==> src/rtl/weight_load_ctrl.sv <==
// -----------------------------------------------------------------------------
// weight_load_ctrl
//
// Weight-loader DMA controller. Takes one tile-load command at a time from the
// head-group scheduler, range-checks it, and computes the DRAM byte address of
// the weight tile. It then fetches the tile as fixed-length read bursts and
// writes every beat into one bank of a ping-pong weight buffer.
//
// Ports
//   ap_clk, ap_rst_n        clock, asynchronous active-low reset
//   wl_start, wl_start_ap_vld
//                           command strobe; both high while idle = accept
//   wl_addr_sel/layer/head/tile
//                           command fields (unsigned), sampled on accept
//   wl_ready                high only while idle
//   dma_done, wl_err        one-cycle completion pulse; wl_err qualifies it
//   rd_req_*                burst request channel (len is fixed MAX_BURST-1)
//   rd_data_*               read beat channel
//   buf_we/addr/wdata       weight buffer write port, addr = {bank, beat}
//   dbg_state               current FSM state, for observation only
//
// Handshake semantics (both read channels): a transfer happens on a rising
// edge where valid and ready are both high. The request side keeps valid,
// addr and len stable until that edge. The data side raises rd_data_ready
// for the whole DATA state and counts a beat on each edge with
// rd_data_valid high.
// -----------------------------------------------------------------------------
module weight_load_ctrl #(
  parameter int                NUM_LAYERS     = 4,
  parameter int                NUM_HEADS      = 8,
  parameter int                TILES_PER_HEAD = 4,
  parameter int                NUM_MATS       = 4,
  parameter int                BEATS_PER_TILE = 64,
  parameter int                MAX_BURST      = 16,
  parameter int                DATA_W         = 128,
  parameter int                ADDR_W         = 32,
  parameter logic [ADDR_W-1:0] WEIGHT_BASE    = '0,
  parameter int                BUF_AW         = 7
) (
  input  logic              ap_clk,
  input  logic              ap_rst_n,
  input  logic              wl_start,
  input  logic              wl_start_ap_vld,
  input  logic [31:0]       wl_addr_sel,
  input  logic [31:0]       wl_layer,
  input  logic [31:0]       wl_head,
  input  logic [31:0]       wl_tile,
  output logic              wl_ready,
  output logic              dma_done,
  output logic              wl_err,
  output logic              rd_req_valid,
  input  logic              rd_req_ready,
  output logic [ADDR_W-1:0] rd_req_addr,
  output logic [7:0]        rd_req_len,
  input  logic              rd_data_valid,
  input  logic [DATA_W-1:0] rd_data,
  input  logic              rd_data_last,
  output logic              rd_data_ready,
  output logic              buf_we,
  output logic [BUF_AW-1:0] buf_addr,
  output logic [DATA_W-1:0] buf_wdata,
  output logic [2:0]        dbg_state
);

  localparam logic [2:0] S_IDLE = 3'd0;
  localparam logic [2:0] S_CALC = 3'd1;
  localparam logic [2:0] S_REQ  = 3'd2;
  localparam logic [2:0] S_DATA = 3'd3;
  localparam logic [2:0] S_DONE = 3'd4;

  localparam int NUM_BURSTS = BEATS_PER_TILE / MAX_BURST;
  localparam int BC_W       = (NUM_BURSTS > 1) ? $clog2(NUM_BURSTS) : 1;
  localparam int BEAT_W     = BUF_AW - 1;

  localparam logic [ADDR_W-1:0] TILE_BYTES  = ADDR_W'(BEATS_PER_TILE * (DATA_W / 8));
  localparam logic [ADDR_W-1:0] BURST_BYTES = ADDR_W'(MAX_BURST * (DATA_W / 8));

  logic [2:0]        state;
  logic [31:0]       cmd_sel;
  logic [31:0]       cmd_layer;
  logic [31:0]       cmd_head;
  logic [31:0]       cmd_tile;
  logic [ADDR_W-1:0] base_addr;
  logic              bank;
  logic [BC_W-1:0]   burst_cnt;
  logic [BEAT_W-1:0] beat_cnt;
  logic [7:0]        burst_beat;
  logic              err_flag;

  logic              cmd_accept;
  logic              range_ok;
  logic [31:0]       tile_idx;
  logic [ADDR_W-1:0] tile_base;
  logic              beat_acc;
  logic              burst_end;
  logic              last_burst;

  assign cmd_accept = (state == S_IDLE) && wl_start && wl_start_ap_vld;

  // Unsigned compares: a "negative" field is a huge value and fails here.
  assign range_ok = (cmd_sel   < 32'(NUM_MATS))   &&
                    (cmd_layer < 32'(NUM_LAYERS)) &&
                    (cmd_head  < 32'(NUM_HEADS))  &&
                    (cmd_tile  < 32'(TILES_PER_HEAD));

  // Only consumed when range_ok holds, so the 32-bit product cannot overflow.
  assign tile_idx  = ((cmd_sel * 32'(NUM_LAYERS) + cmd_layer) * 32'(NUM_HEADS)
                      + cmd_head) * 32'(TILES_PER_HEAD) + cmd_tile;
  assign tile_base = WEIGHT_BASE + ADDR_W'(tile_idx) * TILE_BYTES;

  assign beat_acc   = (state == S_DATA) && rd_data_valid;
  // Burst length is defined by the local count; rd_data_last is only checked.
  assign burst_end  = (burst_beat == 8'(MAX_BURST - 1));
  assign last_burst = (burst_cnt == BC_W'(NUM_BURSTS - 1));

  assign wl_ready      = (state == S_IDLE);
  assign dma_done      = (state == S_DONE);
  assign wl_err        = (state == S_DONE) && err_flag;
  assign rd_req_valid  = (state == S_REQ);
  assign rd_req_addr   = base_addr + ADDR_W'(burst_cnt) * BURST_BYTES;
  assign rd_req_len    = 8'(MAX_BURST - 1);
  assign rd_data_ready = (state == S_DATA);
  assign buf_we        = beat_acc;
  assign buf_addr      = {bank, beat_cnt};
  assign buf_wdata     = rd_data;
  assign dbg_state     = state;

  always_ff @(posedge ap_clk or negedge ap_rst_n) begin
    if (!ap_rst_n) begin
      state      <= S_IDLE;
      cmd_sel    <= '0;
      cmd_layer  <= '0;
      cmd_head   <= '0;
      cmd_tile   <= '0;
      base_addr  <= '0;
      bank       <= 1'b0;
      burst_cnt  <= '0;
      beat_cnt   <= '0;
      burst_beat <= '0;
      err_flag   <= 1'b0;
    end else begin
      case (state)
        S_IDLE: begin
          if (cmd_accept) begin
            cmd_sel    <= wl_addr_sel;
            cmd_layer  <= wl_layer;
            cmd_head   <= wl_head;
            cmd_tile   <= wl_tile;
            burst_cnt  <= '0;
            beat_cnt   <= '0;
            burst_beat <= '0;
            err_flag   <= 1'b0;
            state      <= S_CALC;
          end
        end
        S_CALC: begin
          if (range_ok) begin
            base_addr <= tile_base;
            bank      <= cmd_tile[0];
            state     <= S_REQ;
          end else begin
            // Bad command: report it without touching the bus.
            err_flag <= 1'b1;
            state    <= S_DONE;
          end
        end
        S_REQ: begin
          if (rd_req_ready) begin
            state <= S_DATA;
          end
        end
        S_DATA: begin
          if (beat_acc) begin
            if (rd_data_last != burst_end) begin
              err_flag <= 1'b1;
            end
            if (burst_end) begin
              burst_beat <= '0;
              if (last_burst) begin
                beat_cnt  <= '0;
                burst_cnt <= '0;
                state     <= S_DONE;
              end else begin
                beat_cnt  <= beat_cnt + 1'b1;
                burst_cnt <= burst_cnt + 1'b1;
                state     <= S_REQ;
              end
            end else begin
              beat_cnt   <= beat_cnt + 1'b1;
              burst_beat <= burst_beat + 8'd1;
            end
          end
        end
        S_DONE: begin
          err_flag <= 1'b0;
          state    <= S_IDLE;
        end
        default: begin
          state <= S_IDLE;
        end
      endcase
    end
  end

endmodule

==> config.mk <==
export PLATFORM = sky130hd
export DESIGN_NAME = weight_load_ctrl
export DESIGN_NICKNAME = d
export VERILOG_FILES = /design/src/rtl/weight_load_ctrl.sv
export SDC_FILE = /design/constraint.sdc
export NUM_CORES = 1
export LEC_CHECK = 0
export ABC_CLOCK_PERIOD_IN_PS = 8500
export CORE_AREA = 2 2 176 178
export DETAILED_ROUTE_END_ITERATION = 6
export DIE_AREA = 0 0 178 180
export GPL_TIMING_DRIVEN = 0
export MAX_ROUTING_LAYER = met4
export PLACE_DENSITY = 0.72
export SYNTH_ARGS = -nofsm -noshare
export SYNTH_HDL_FRONTEND = slang
export SYNTH_SLANG_ARGS = --single-unit
==> constraint.sdc <==
create_clock -name ap_clk -period 8.5 [get_ports ap_clk]
set_clock_uncertainty 0.2 [all_clocks]
set_input_delay 1.7 -clock ap_clk [delete_from_list [all_inputs] [get_ports ap_clk]]
set_output_delay 1.7 -clock ap_clk [all_outputs]
set_load 0.02 [all_outputs]
Word level (Yosys, flattened, before mapping):

Cells that the tools add are included.

* bits in registers: 171
* latch bits: 0
* RAM bits: 0
* memory bits (read-only): 0
* input port bits: 263
* output and inout port bits: 184
* memories kept: 0

* $add $sub $neg: 7
* $mul: 0
* divide/modulo/power cells: 0
* $lt $le $gt $ge: 4
* equality and inequality tests: 13
* shift operators: 0
* mux-type cells: 26
* bitwise operators: 0
* reduce and logical (&&, ||, !) cells: 16

Operator list (number)
* less-than comparator 32 x 3 -> 1 bit, second input constant: 3
* adder 32 x 10 -> 32 bit: 1
* less-than comparator 32 x 4 -> 1 bit, second input constant: 1
* 2-to-1 mux 6 bit: 4
* 2-to-1 mux 8 bit: 3
* adder 22 bit: 1
* adder 20 bit: 1
* 2-to-1 mux 3 bit: 6
* adder 17 bit: 1
* one-hot mux 8 bit (2 select lines): 1
* one-hot mux 3 bit (4 select lines): 1
* one-hot mux 6 bit (2 select lines): 1
* != test 2 x 1 -> 1 bit, second input constant: 5
* adder 8 x 1 -> 8 bit, second input constant: 1
* equality test 8 x 4 -> 1 bit, second input constant: 1
* 2-to-1 mux 2 bit: 4
* AND reduction 4 bit: 2
* logical AND 1 bit: 7
* adder 6 x 1 -> 6 bit, second input constant: 1
* equality test 3 x 2 -> 1 bit, second input constant: 2
* AND reduction 5 bit: 1
* 2-to-1 mux 1 bit: 4
* one-hot mux 1 bit (4 select lines): 1
* one-hot mux 2 bit (2 select lines): 1
* other kinds (11): 12

Logic depth before layout (Yosys ltp):

Gate-level depths: netlist of the first run.

* depth after elaboration: 6
* depth in mapped cells: 27
* mapped depth without buffers: 27

Worst setup path before layout of the first run:

Ideal clock, no wire load.

* path type: register -> register
* start: register cmd_sel[1]
* end: register base_addr[31]
* library setup time: 0.069 ns
* arrival: 4.469 ns
* path slack: 3.763 ns
* cell stages (with the launch flop): 25
* clock period less this slack: 4.737 ns
* cells stage by stage: dfrtp_1 ha_1 a21o_1 a21oi_1 o21bai_1 a21oi_1 nor2b_1 nor2_1 inv_1 a21oi_1 xnor2_1 ha_1 or3_1 o21ai_0 xnor2_1 ha_1 or3_1 o21ai_1 nor3_1 a21oi_2 o311ai_4 a21o_1 and3_1 or3_1 nand3_1

* cells in the longest elaborated chain, start to end: 5

Ends and longest elaborated chain
* start, declared: line 79 `logic [31:0] cmd_sel;`
* start signal, assigned: line 145 `cmd_sel <= wl_addr_sel;`
* parallel branches: the longest is 5 deep, another holds adder 22 bit
* end signal, assigned: line 158 `base_addr <= tile_base;`
* end, declared: line 83 `logic [ADDR_W-1:0] base_addr;`

Parallel ways; which one is timed is not known.
A chain may end at the register's enable or synchronous reset.

Worst setup path after layout of the first run:

* start: register cmd_layer[3]
* end: register base_addr[31]

* cells in the longest elaborated chain, start to end: 5

Ends and longest elaborated chain
* start, declared: line 80 `logic [31:0] cmd_layer;`
* start signal, assigned: line 146 `cmd_layer <= wl_layer;`
* parallel branches: the longest is 5 deep, another holds adder 22 bit

Parallel ways; which one is timed is not known.

==> results.sh, run 1 <==
export IMPL_place_hpwl_mm=25.03
export IMPL_m1WireLength_mm=13.44
export IMPL_grt_pass1_wl_mm=48.85
export IMPL_period_needed_ns=5.287
export IMPL_fin_cells=1957
export IMPL_synth_top_area_share=0.4180
export IMPL_cts_sinks=170
export IMPL_whs_path_depth=2
export IMPL_cts_tree="built"
export IMPL_numCtsBuffers=17
export IMPL_ant_nets=0
export IMPL_crit_path_start_kind="register"
export IMPL_grt_usage=0.2009
export IMPL_viasPerCell=4.685
export IMPL_pwr_share_comb=0.687
export IMPL_ys_ff_latch=170
export IMPL_root_buffer="clkbuf_16"
export IMPL_fmax_ghz=0.1891
export IMPL_drive_gt1_frac=0.1262
export IMPL_ir_drop_mv=0.3837
export IMPL_nets=1868
export IMPL_ys_flop_type="dfrtp_1"
export IMPL_sequentialPowerShare=0.202
export IMPL_crit_slowest_cell="dfrtp_1"
export IMPL_slew_viol_final=0
export IMPL_die_x_um=178
export IMPL_drt_iter0_drc=459
export IMPL_p_leak_nw=6.928
export IMPL_cp_end_kind="register"
export IMPL_internal_power_mw=3.602
export IMPL_dieArea_mm2=0.03204
export IMPL_synth_common_cells="nand2_1 (432), dfrtp_1 (170), buf_4 (146), ha_1 (54), nor2_1 (41)"
export IMPL_synth_compound_area_share=0.08828
export IMPL_reg2regPathDepth=24
export IMPL_area_growth_pct=41.09
export IMPL_status="completed"
export IMPL_synth_most_common_cell="nand2_1"
export IMPL_dr_wl_met2_mm=15.33
export IMPL_worst_path_largest_cell_delay_ns=0.42
export IMPL_place_congestion=0.8754
export IMPL_vias=9168
export IMPL_power_density_mw_per_mm2=485.8
export IMPL_postCtsHoldBufs=0
export IMPL_io_pins=447
export IMPL_sw_frac_of_total=0.4836
export IMPL_grt_max_degree=114
export IMPL_post_synth_fa_ha_maj_area_fraction=0.07230
export IMPL_hold_viol=0
export IMPL_multi_input_area_mm2=0.004673
export IMPL_yosys_warnings=0
export IMPL_fill_cells=2930
export IMPL_yosys_area_share_simple=0.2468
export IMPL_drc=0
export IMPL_critical_path_max_fanout=4
export IMPL_synth_top_family_by_area="simple AND/OR/NAND/NOR gates"
export IMPL_synth_xor_area_frac=0.04045
export IMPL_final_core_util=0.4756
export IMPL_initial_core_util=0.3371
export IMPL_place_inst=1925
export IMPL_synth_cells=1212
export IMPL_post_cts_setup_buffers=0
export IMPL_ctsResizeCount=0
export IMPL_path_cells="ha_1 -> a21o_1 -> a21oi_1 -> o21bai_1 -> a21oi_1 -> nor2b_1 -> nor2_1 -> inv_1 -> a21oi_1 -> xnor2_1 -> ha_1 -> or3_1 -> o21ai_0 -> xnor2_1 -> ha_1 -> or3_1 -> o21ai_1 -> nor3_1 -> a21oi_2 -> o311ai_4 -> a21o_1 -> and3_1 -> or3_1 -> nand3_1"
export IMPL_synthArstFlopShare=1.000
export IMPL_worst_skew_pair_late_latency_ns=0.43
export IMPL_synth_area_leaders="dfrtp_1 (42%), nand2_1 (16%), buf_4 (11%)"
export IMPL_synthMuxAreaShare=0.005533
export IMPL_slew_headroom=0.4897
export IMPL_cp_required_ns=8.67
export IMPL_synth_distinct_cells=60
export IMPL_die_h_um=180
export IMPL_finalSetupViolations=0
export IMPL_grt_overflow=0
export IMPL_period_share=0.6220
export IMPL_portBuffers=302
export IMPL_p_sw_mw=3.373
export IMPL_yosysTopAreaCell="dfrtp_1"
export IMPL_cp_arrival_ns=5.46
export IMPL_max_cap_violations=0
export IMPL_fp_row_count=64
export IMPL_grt_pass1_vias=9170
export IMPL_seq_area_frac_synth=0.4180
export IMPL_hp_class="register to register"
export IMPL_top_layer="met4"
export IMPL_clockBufferDepth=2
export IMPL_path_clk_slew_ns=0.07
export IMPL_route_final_wire_length_mm=31.09
export IMPL_core_area_mm2=0.03019
export IMPL_synth_avg_cell_area_um2=8.396
export IMPL_criticalPathCategory="register to register"
export IMPL_antenna_found_initial=0
export IMPL_clock_power_share=0.111
export IMPL_netlist_area_mm2=0.01018
export IMPL_synth_edf_count=0
export IMPL_rsz0062_at_grt="no"
export IMPL_htree_num_levels=4
export IMPL_tightest_slew_ns=0.7654
export IMPL_drt_first_pass_iters=5
export IMPL_insertedDiodeCount=0
export IMPL_r2r_slack_ns=3.21
export IMPL_seq_area_mm2=0.004254
export IMPL_wl_met3_mm=1.695
export IMPL_wire_per_inst_um=15.89
==> flip-flops by register name, summed over array words and instances (netlist names) <==
| signal | count |
|---|---|
| base_addr | 22 |
| beat_cnt | 6 |
| cmd_sel | 32 |
| burst_beat | 8 |
| dbg_state | 3 |
| cmd_tile | 32 |
| err_flag | 1 |
| cmd_head | 32 |
| cmd_layer | 32 |
| burst_cnt | 2 |
==> through the flow <==
step	worst slack [ns]	cell area (um2)	setup TNS [ns]	power (mW)	hold slack, ns
CTS	3.239	14360	0	6.939	0.2796
global route	2.840	14360	0	7.616	0.2891
finish	3.213	14360	0	6.975	0.2769
global placement	-1.437	13750	-241.35	5.988	0.2513
floorplan	3.763	10230	0	5.016	0.2385
detailed placement	3.241	13780	0	6.119	0.2628
==> layout by cell type (no fill, tap or decap), types with 3 or more instances in the layout <==
| master | n |
|---|---|
| clkbuf_16 | 17 |
| inv_6 | 5 |
| o21bai_1 | 5 |
| xor2_1 | 21 |
| clkbuf_8 | 3 |
| nor2_1 | 41 |
| buf_4 | 146 |
| conb_1 | 16 |
| nand3_1 | 16 |
| and3_1 | 7 |
| a211oi_1 | 3 |
| o211ai_1 | 3 |
| clkbuf_1 | 33 |
| nand2_1 | 432 |
| inv_1 | 20 |
| nand4_1 | 11 |
| nor3_1 | 19 |
| dfrtp_1 | 170 |
| mux2_1 | 4 |
| or2_2 | 3 |
| a21o_1 | 9 |
| nand2b_1 | 10 |
| clkdlybuf4s50_1 | 301 |
| ha_1 | 54 |
| nor4_1 | 31 |
| o21ai_1 | 26 |
| or3_1 | 7 |
| o21ai_0 | 23 |
| xnor2_1 | 26 |
| nor2b_1 | 5 |
| fa_1 | 3 |
| o21a_1 | 6 |
| a21oi_1 | 39 |
==> metal layers <==
layer  track usage  up-vias
met5             -        -
met4       0.05082        0
met3       0.03278       34
met2        0.3363      338
met1        0.2517     4282
li1              -     4514
==> power groups by stage <==
stage	registers, mW	clock network (mW)	logic (mW)
3_3_place_gp	1.41	0	4.58
2_1_floorplan	1.31	0	3.71
6_report	1.41	0.777	4.79
4_1_cts	1.41	0.787	4.75
5_1_grt	1.45	0.825	5.34
3_5_place_dp	1.42	0	4.70
==> worst paths after layout <==
check / start / to
worst max register to register: cmd_layer[3]$_DFFE_PN0P_ / base_addr[31]$_DFFE_PN0P_
max in group asynchronous: ap_rst_n / base_addr[30]$_DFFE_PN0P_
worst min-delay path: cmd_sel[19]$_DFFE_PN0P_ / cmd_sel[19]$_DFFE_PN0P_
min in group asynchronous: ap_rst_n / cmd_sel[26]$_DFFE_PN0P_
worst min register to register: cmd_sel[19]$_DFFE_PN0P_ / cmd_sel[19]$_DFFE_PN0P_
worst max-delay path: cmd_layer[3]$_DFFE_PN0P_ / base_addr[31]$_DFFE_PN0P_
==> cell families (layout without fill, tap and decap cells) <==
| kind of cell | Yosys count | count (layout) |
|---|---|---|
| buf+inv | 200 | 535 |
| compound gates | 137 | 137 |
| mux | 5 | 5 |
| other cells | 2 | 16 |
| simple gates | 594 | 594 |
| flops | 170 | 170 |
| fa+ha+maj | 57 | 57 |
| xor+xnor | 47 | 47 |
==> layout make-up <==
| type | count | area share |
|---|---|---|
| clock inverters | 11 | 0.007495 |
| clock buffers | 21 | 0.03277 |
| plain buffers | 180 | 0.08540 |
| inverters | 20 | 0.005229 |
| well taps | 396 | 0.03451 |
| multi-input cells | 856 | 0.3255 |
| repair buffers | 303 | 0.2128 |
| flip-flops and latches | 170 | 0.2963 |
==> worst max-delay path: cells and delay by family (launching register included) <==
kind	cells	cell delay, ns
AOI/OAI and AO/OA	10	1.80
xor gates and xnor gates	2	0.32
adders and majority gates	3	0.83
buffers and inverters	1	0.06
DFF	1	0.42
and+or+nand+nor	8	1.58
Power figures use the tool's default switching activity.
==> inputs of run 2 (changes only) <==
==> config.mk (replaced) <==
export PLATFORM = sky130hd
export DESIGN_NAME = weight_load_ctrl
export DESIGN_NICKNAME = d
export VERILOG_FILES = /design/src/rtl/weight_load_ctrl.sv
export SDC_FILE = /design/constraint.sdc
export NUM_CORES = 1
export LEC_CHECK = 0
export ABC_CLOCK_PERIOD_IN_PS = 4900
export CORE_AREA = 2 2 172 174
export DETAILED_ROUTE_END_ITERATION = 6
export DIE_AREA = 0 0 174 176
export GPL_TIMING_DRIVEN = 0
export MAX_ROUTING_LAYER = met4
export PLACE_DENSITY = 0.74
export SYNTH_ARGS = -nofsm -noshare
export SYNTH_HDL_FRONTEND = slang
export SYNTH_SLANG_ARGS = --single-unit
==> constraint.sdc (replaced) <==
create_clock -name ap_clk -period 4.9 [get_ports ap_clk]
set_clock_uncertainty 0.2 [all_clocks]
set_input_delay 0.98 -clock ap_clk [delete_from_list [all_inputs] [get_ports ap_clk]]
set_output_delay 0.98 -clock ap_clk [all_outputs]
set_load 0.02 [all_outputs]
==> run 2 against run 1 <==
Clock power increased by 81%. Non-clock buffer count increased by 14. Fmax increased by 8.6%. Largest power group unchanged. Design area increased by 2.1%. Setup slack got worse by 3.2 ns. Register-to-register slack got worse by 3.2 ns. First-iteration DRC count increased by 4.8%. Hold slack got worse by 0.017 ns. Critical path depth unchanged. Critical path type unchanged. Largest cell class unchanged. Cell count increased by 0.10%. Die area decreased by 4.4%.
==> results.sh, run 2 (synthesized netlist as in run 1, its figures left out) <==
export IMPL_status="completed"
export IMPL_cp_arrival_ns=5.04
export IMPL_crit_path_start_kind="register"
export IMPL_period_needed_ns=4.867
export IMPL_numCtsBuffers=17
export IMPL_cp_end_kind="register"
export IMPL_power_mw=13.68
export IMPL_core_area_mm2=0.02855
export IMPL_rsz0062_at_grt="yes"
export IMPL_drt_first_pass_iters=4
export IMPL_finalSetupViolations=0
export IMPL_mostFrequentLayoutCell="nand2_1"
export IMPL_area_growth_pct=44.08
export IMPL_cp_required_ns=5.07
export IMPL_slew_headroom=0.5563
export IMPL_die_h_um=176
export IMPL_path_cells="ha_1 -> a21o_1 -> a21oi_2 -> o21bai_1 -> a21oi_2 -> nor2b_1 -> nor2_1 -> inv_1 -> a21oi_2 -> xnor2_2 -> ha_4 -> or3_4 -> o21ai_4 -> xnor2_2 -> ha_1 -> or3_4 -> o21ai_4 -> nor3_4 -> a21oi_4 -> o311ai_4 -> a21o_1 -> and3_4 -> or3_1 -> nand3_1"
export IMPL_insertedDiodeCount=0
export IMPL_fill_cells=2691
export IMPL_path_clk_slew_ns=0.07
export IMPL_htree_num_levels=4
export IMPL_grt_pass1_wl_mm=47.47
export IMPL_final_cell_mix="nand2_1 (431), clkdlybuf4s50_1 (301), dfrtp_1 (170)"
export IMPL_viasPerCell=4.700
export IMPL_place_congestion=0.8957
export IMPL_worst_skew_pair_late_latency_ns=0.44
export IMPL_initial_core_util=0.3565
export IMPL_fp_row_count=62
export IMPL_nets=1882
export IMPL_fmax_ghz=0.2055
export IMPL_postCtsHoldBufs=0
export IMPL_io_pins=447
export IMPL_crit_slowest_cell="or3_4"
export IMPL_ir_drop_mv=0.8327
export IMPL_drt_iter0_drc=481
export IMPL_antenna_found_initial=0
export IMPL_period_share=0.9933
export IMPL_hold_slack_ns=0.2596
export IMPL_drc=0
export IMPL_power_density_mw_per_mm2=933.0
export IMPL_p_leak_nw=7.056
export IMPL_wire_per_inst_um=15.87
export IMPL_criticalPathCategory="register to register"
export IMPL_cpMostUsedCell="a21oi_2"
export IMPL_fin_area_mm2=0.01466
export IMPL_tightest_slew_ns=0.6656
export IMPL_route_final_wire_length_mm=31.10
export IMPL_grt_usage=0.2036
export IMPL_cts_sinks=170
export IMPL_portBuffers=302
export IMPL_die_x_um=174
export IMPL_place_area_mm2=0.01376
export IMPL_fin_ws_ns=0.03300
export IMPL_cts_tree="built"
export IMPL_place_hpwl_mm=24.60
export IMPL_max_cap_violations=0
export IMPL_grt_overflow=0
export IMPL_slew_viol_final=0
export IMPL_drive_gt1_frac=0.1524
export IMPL_hp_class="input port to asynchronous set/reset pin"
export IMPL_worst_path_largest_cell_delay_ns=0.41
export IMPL_root_buffer="clkbuf_16"
export IMPL_critical_path_max_fanout=4
export IMPL_grt_max_degree=108
export IMPL_final_core_util=0.5136
export IMPL_ant_nets=0
export IMPL_hold_viol=0
export IMPL_vias=9208
export IMPL_place_ws_ns=-0.3581
export IMPL_grt_pass1_vias=8966
export IMPL_clockBufferDepth=2
export IMPL_dieArea_mm2=0.03062
[run 2: final timing paths]
| path | slack, ns | start | depth (start not counted) | to |
|---|---|---|---|---|
| min in group ap_clk | 0.28 | cmd_sel[15]$_DFFE_PN0P_ | 2 | cmd_sel[15]$_DFFE_PN0P_ |
| max in group asynchronous | 3.33 | ap_rst_n | 2 | cmd_head[18]$_DFFE_PN0P_ |
| worst max-delay path | 0.03 | cmd_sel[1]$_DFFE_PN0P_ | 24 | base_addr[31]$_DFFE_PN0P_ |
| worst max register to register | 0.03 | cmd_sel[1]$_DFFE_PN0P_ | 24 | base_addr[31]$_DFFE_PN0P_ |
| worst min-delay path | 0.26 | ap_rst_n | 1 | dbg_state[0]$_DFFE_PN0P_ |
| worst min register to register | 0.28 | cmd_sel[15]$_DFFE_PN0P_ | 2 | cmd_sel[15]$_DFFE_PN0P_ |
[run 2: critical path: cells and delay by family (launching register included)]
| kind | cells | cell delay (ns) |
|---|---|---|
| flip-flops | 1 | 0.39 |
| adder cells (fa/ha/maj) | 3 | 0.76 |
| AO/OA/AOI/OAI | 10 | 1.54 |
| buffers and inverters | 1 | 0.07 |
| XOR/XNOR | 2 | 0.24 |
| AND/OR/NAND/NOR | 8 | 1.60 |
[run 2: layer usage]
metal | track usage | part of all wire | wire, um
met1 | 0.2545 | 0.43 | 13410
met2 | 0.3426 | 0.49 | 15310
met3 | 0.03445 | 0.055 | 1708
met4 | 0.05532 | 0.021 | 658
met5 | - | 0 | 0
[run 2: cell type report]
type / instances / area [um2] / area share
Sequential cell: 170 / 4254 / 0.2902
Multi-Input combinational cell: 856 / 4857 / 0.3313
Buffer: 180 / 1226 / 0.08363
Timing Repair Buffer: 317 / 3161 / 0.2156
Tap cell: 384 / 480.5 / 0.03277
Inverter: 20 / 75.07 / 0.005120
Clock inverter: 14 / 168.9 / 0.01152
Clock buffer: 18 / 439.2 / 0.02995
[run 2: metrics by stage]
step | TNS, ns | std cells
2_1_floorplan | 0 | 1226
3_3_place_gp | -727.12 | 1912
3_5_place_dp | -0.4625 | 1913
4_1_cts | 0 | 1954
5_1_grt | -0.3482 | 1959
6_report | 0 | 1959
[run 2: power by group]
group          switching [mW]  leakage, nW  internal (mW)
Clock                   0.589        0.297          0.819
Combinational            5.40         4.59           4.43
Sequential              0.494         2.17           1.95
[run 2: repair_timing]
| action | in CTS | in global routing |
|---|---|---|
| endpoints found under the hold margin | 0 | 0 |
| pin swaps | 9 | 25 |
| buffers inserted | 9 | 5 |
| gates resized for setup | 14 | 22 |
| endpoints found under the setup margin | 2 | 2 |
==> inputs of run 3 (changes only) <==
--- a/config.mk
+++ b/config.mk
@@ -9,7 +9,6 @@
 export CORE_AREA = 2 2 172 174
 export DETAILED_ROUTE_END_ITERATION = 6
 export DIE_AREA = 0 0 174 176
-export GPL_TIMING_DRIVEN = 0
 export MAX_ROUTING_LAYER = met4
 export PLACE_DENSITY = 0.74
 export SYNTH_ARGS = -nofsm -noshare
==> constraint.sdc (replaced) <==
create_clock -name ap_clk -period 4.9 [get_ports ap_clk]
set_clock_uncertainty 0.2 [all_clocks]
set_input_delay 0.98 -clock ap_clk [delete_from_list [all_inputs] [get_ports ap_clk]]
set_output_delay 0.98 -clock ap_clk [all_outputs]
set_load 0.05 [all_outputs]
==> run 3 against run 2 <==
Register-to-register slack better by 0.15 ns. Cell count shrank 16%. Design area shrank 17%. Die area unchanged. Critical endpoint unchanged. Non-clock buffer count shrank 304.
==> results.sh, run 3 (synthesized netlist as in run 1, its figures left out) <==
export IMPL_status="completed"
export IMPL_vias=8012
export IMPL_final_cell_mix="nand2_1 (431), clkdlybuf4s50_1 (173), dfrtp_1 (170)"
export IMPL_r2r_end="base_addr[31]$_DFFE_PN0P_"
export IMPL_core_area_mm2=0.02855
export IMPL_path_clk_slew_ns=0.07
export IMPL_place_congestion=0.8554
export IMPL_dieArea_mm2=0.03062
export IMPL_fp_row_count=62
export IMPL_critical_path_max_fanout=3
export IMPL_fin_ws_ns=0.1866
export IMPL_crit_path_start_kind="register"
export IMPL_viasPerCell=4.841
export IMPL_worst_skew_pair_late_latency_ns=0.44
export IMPL_cts_tree="built"
export IMPL_rsz0062_at_grt="yes"
export IMPL_slew_viol_final=0
export IMPL_r2r_slack_ns=0.19
export IMPL_tightest_slew_ns=0.9352
export IMPL_drt_first_pass_iters=5
export IMPL_grt_usage=0.1786
export IMPL_drive_gt1_frac=0.07480
export IMPL_grt_max_degree=102
export IMPL_final_core_util=0.4252
export IMPL_grt_overflow=0
export IMPL_drc=0
export IMPL_portBuffers=174
export IMPL_root_buffer="clkbuf_16"
export IMPL_die_h_um=176
export IMPL_fmax_ghz=0.2122
export IMPL_htree_num_levels=4
export IMPL_die_x_um=174
export IMPL_grt_pass1_wl_mm=42.00
export IMPL_drt_iter0_drc=459
export IMPL_grt_pass1_vias=8032
export IMPL_hold_viol=0
export IMPL_antenna_found_initial=2
export IMPL_critPathCapture="base_addr[31]$_DFFE_PN0P_"
export IMPL_cp_end_kind="register"
export IMPL_criticalPathCategory="register to register"
export IMPL_area_growth_pct=19.28
export IMPL_period_share=0.9619
export IMPL_mostFrequentLayoutCell="nand2_1"
export IMPL_place_hpwl_mm=20.01
export IMPL_io_pins=447
export IMPL_reg2regPathDepth=24
export IMPL_nets=1578
export IMPL_slew_headroom=0.3765
export IMPL_ant_nets=0
export IMPL_cts_sinks=170
export IMPL_initial_core_util=0.3565
export IMPL_wire_per_inst_um=15.86
export IMPL_hp_class="register to register"
export IMPL_fill_cells=2848
export IMPL_route_final_wire_length_mm=26.24
export IMPL_place_ws_ns=-0.05784
export IMPL_rr_startpoint="cmd_layer[2]$_DFFE_PN0P_"
export IMPL_cp_arrival_ns=4.88
export IMPL_cp_startpoint="cmd_layer[2]$_DFFE_PN0P_"
export IMPL_finalSetupViolations=0
export IMPL_clockBufferDepth=2
export IMPL_cp_required_ns=5.07
export IMPL_max_cap_violations=0
export IMPL_numCtsBuffers=17
export IMPL_period_needed_ns=4.713
run 3: cell types whose count changed in the layout (fill, tap and decap cells not counted), moves of 3 or more:
cell | before | now
buf_4 | 160 | 18
clkbuf_1 | 32 | 0
clkinv_2 | 4 | 1
xnor2_2 | 5 | 2
xnor2_1 | 21 | 24
clkdlybuf4s50_1 | 301 | 173
run 3: final cells by class:
type                    count  area (um2)  area share
clock inverters            14       185.2     0.01526
multi-input cells         856        4817      0.3969
clock buffers              17       425.4     0.03505
diodes                      1       2.502   0.0002062
well taps                 384       480.5     0.03958
flip-flops and latches    170        4254      0.3505
inverters                  20       75.07    0.006185
repair buffers            193        1898      0.1564
run 3: routing by layer:
| layer | GRT usage | part of all wire | wire, um | up-vias |
|---|---|---|---|---|
| li1 | - | - | - | 3943 |
| met1 | 0.2280 | 0.46 | 12110 | 3750 |
| met2 | 0.2777 | 0.45 | 11920 | 245 |
| met3 | 0.03941 | 0.054 | 1405 | 74 |
| met4 | 0.06968 | 0.031 | 813 | 0 |
| met5 | - | 0 | 0 | - |
run 3: through the flow:
step / area (um2) / instances / hold slack [ns] / setup TNS, ns
final: 12140 / 1655 / 0.2753 / 0
after global routing: 12140 / 1655 / 0.2978 / -0.09819
after CTS: 11970 / 1647 / 0.2809 / 0
after detailed placement: 11340 / 1615 / 0.2636 / -0.05784
after global placement: 11340 / 1615 / 0.2536 / 0
after floorplan: 10230 / 1226 / 0.2385 / 0
run 3: what timing repair did:
action / in CTS / in global routing
gates cloned: 0 / 0
hold buffers: 0 / 0
buffers inserted: 1 / 7
setup endpoints to repair: 1 / 2
resized for setup: 3 / 28
pin swaps: 1 / 29
run 3: worst min-delay path by stage:
stage	slack, ns	startpoint	to	cells after the start
4_1_cts	0.28	cmd_head[22]$_DFFE_PN0P_	cmd_head[22]$_DFFE_PN0P_	2
3_5_place_dp	0.26	cmd_head[22]$_DFFE_PN0P_	cmd_head[22]$_DFFE_PN0P_	2
2_1_floorplan	0.24	cmd_tile[0]$_DFFE_PN0P_	cmd_tile[0]$_DFFE_PN0P_	2
3_3_place_gp	0.25	cmd_tile[0]$_DFFE_PN0P_	cmd_tile[0]$_DFFE_PN0P_	2
6_report	0.28	cmd_head[22]$_DFFE_PN0P_	cmd_head[22]$_DFFE_PN0P_	2
5_1_grt	0.30	cmd_layer[28]$_DFFE_PN0P_	cmd_layer[28]$_DFFE_PN0P_	2
run 3: worst max-delay path, cell delays in order, from the launching register on:
cell and delay, ns:
dfrtp_1 0.39, ha_2 0.20, inv_2 0.06, fa_2 0.21, nor2b_2 0.04, o31a_1 0.31, o211ai_2 0.21, nand2_1 0.09
a21oi_2 0.18, xnor2_2 0.09, ha_1 0.34, nor2b_1 0.15, nor2_1 0.14, a21oi_2 0.07, xor2_1 0.16, ha_2 0.20
or3_1 0.39, o21ai_2 0.12, nor3_4 0.08, a21oi_4 0.14, o311ai_4 0.13, a21o_1 0.21, and3_1 0.16, or3_1 0.30
nand3_1 0.07
Power of run 3 is left out: the tool's default activity adds up to more than one toggle a clock period on the data nets, which glitch-free logic cannot reach.
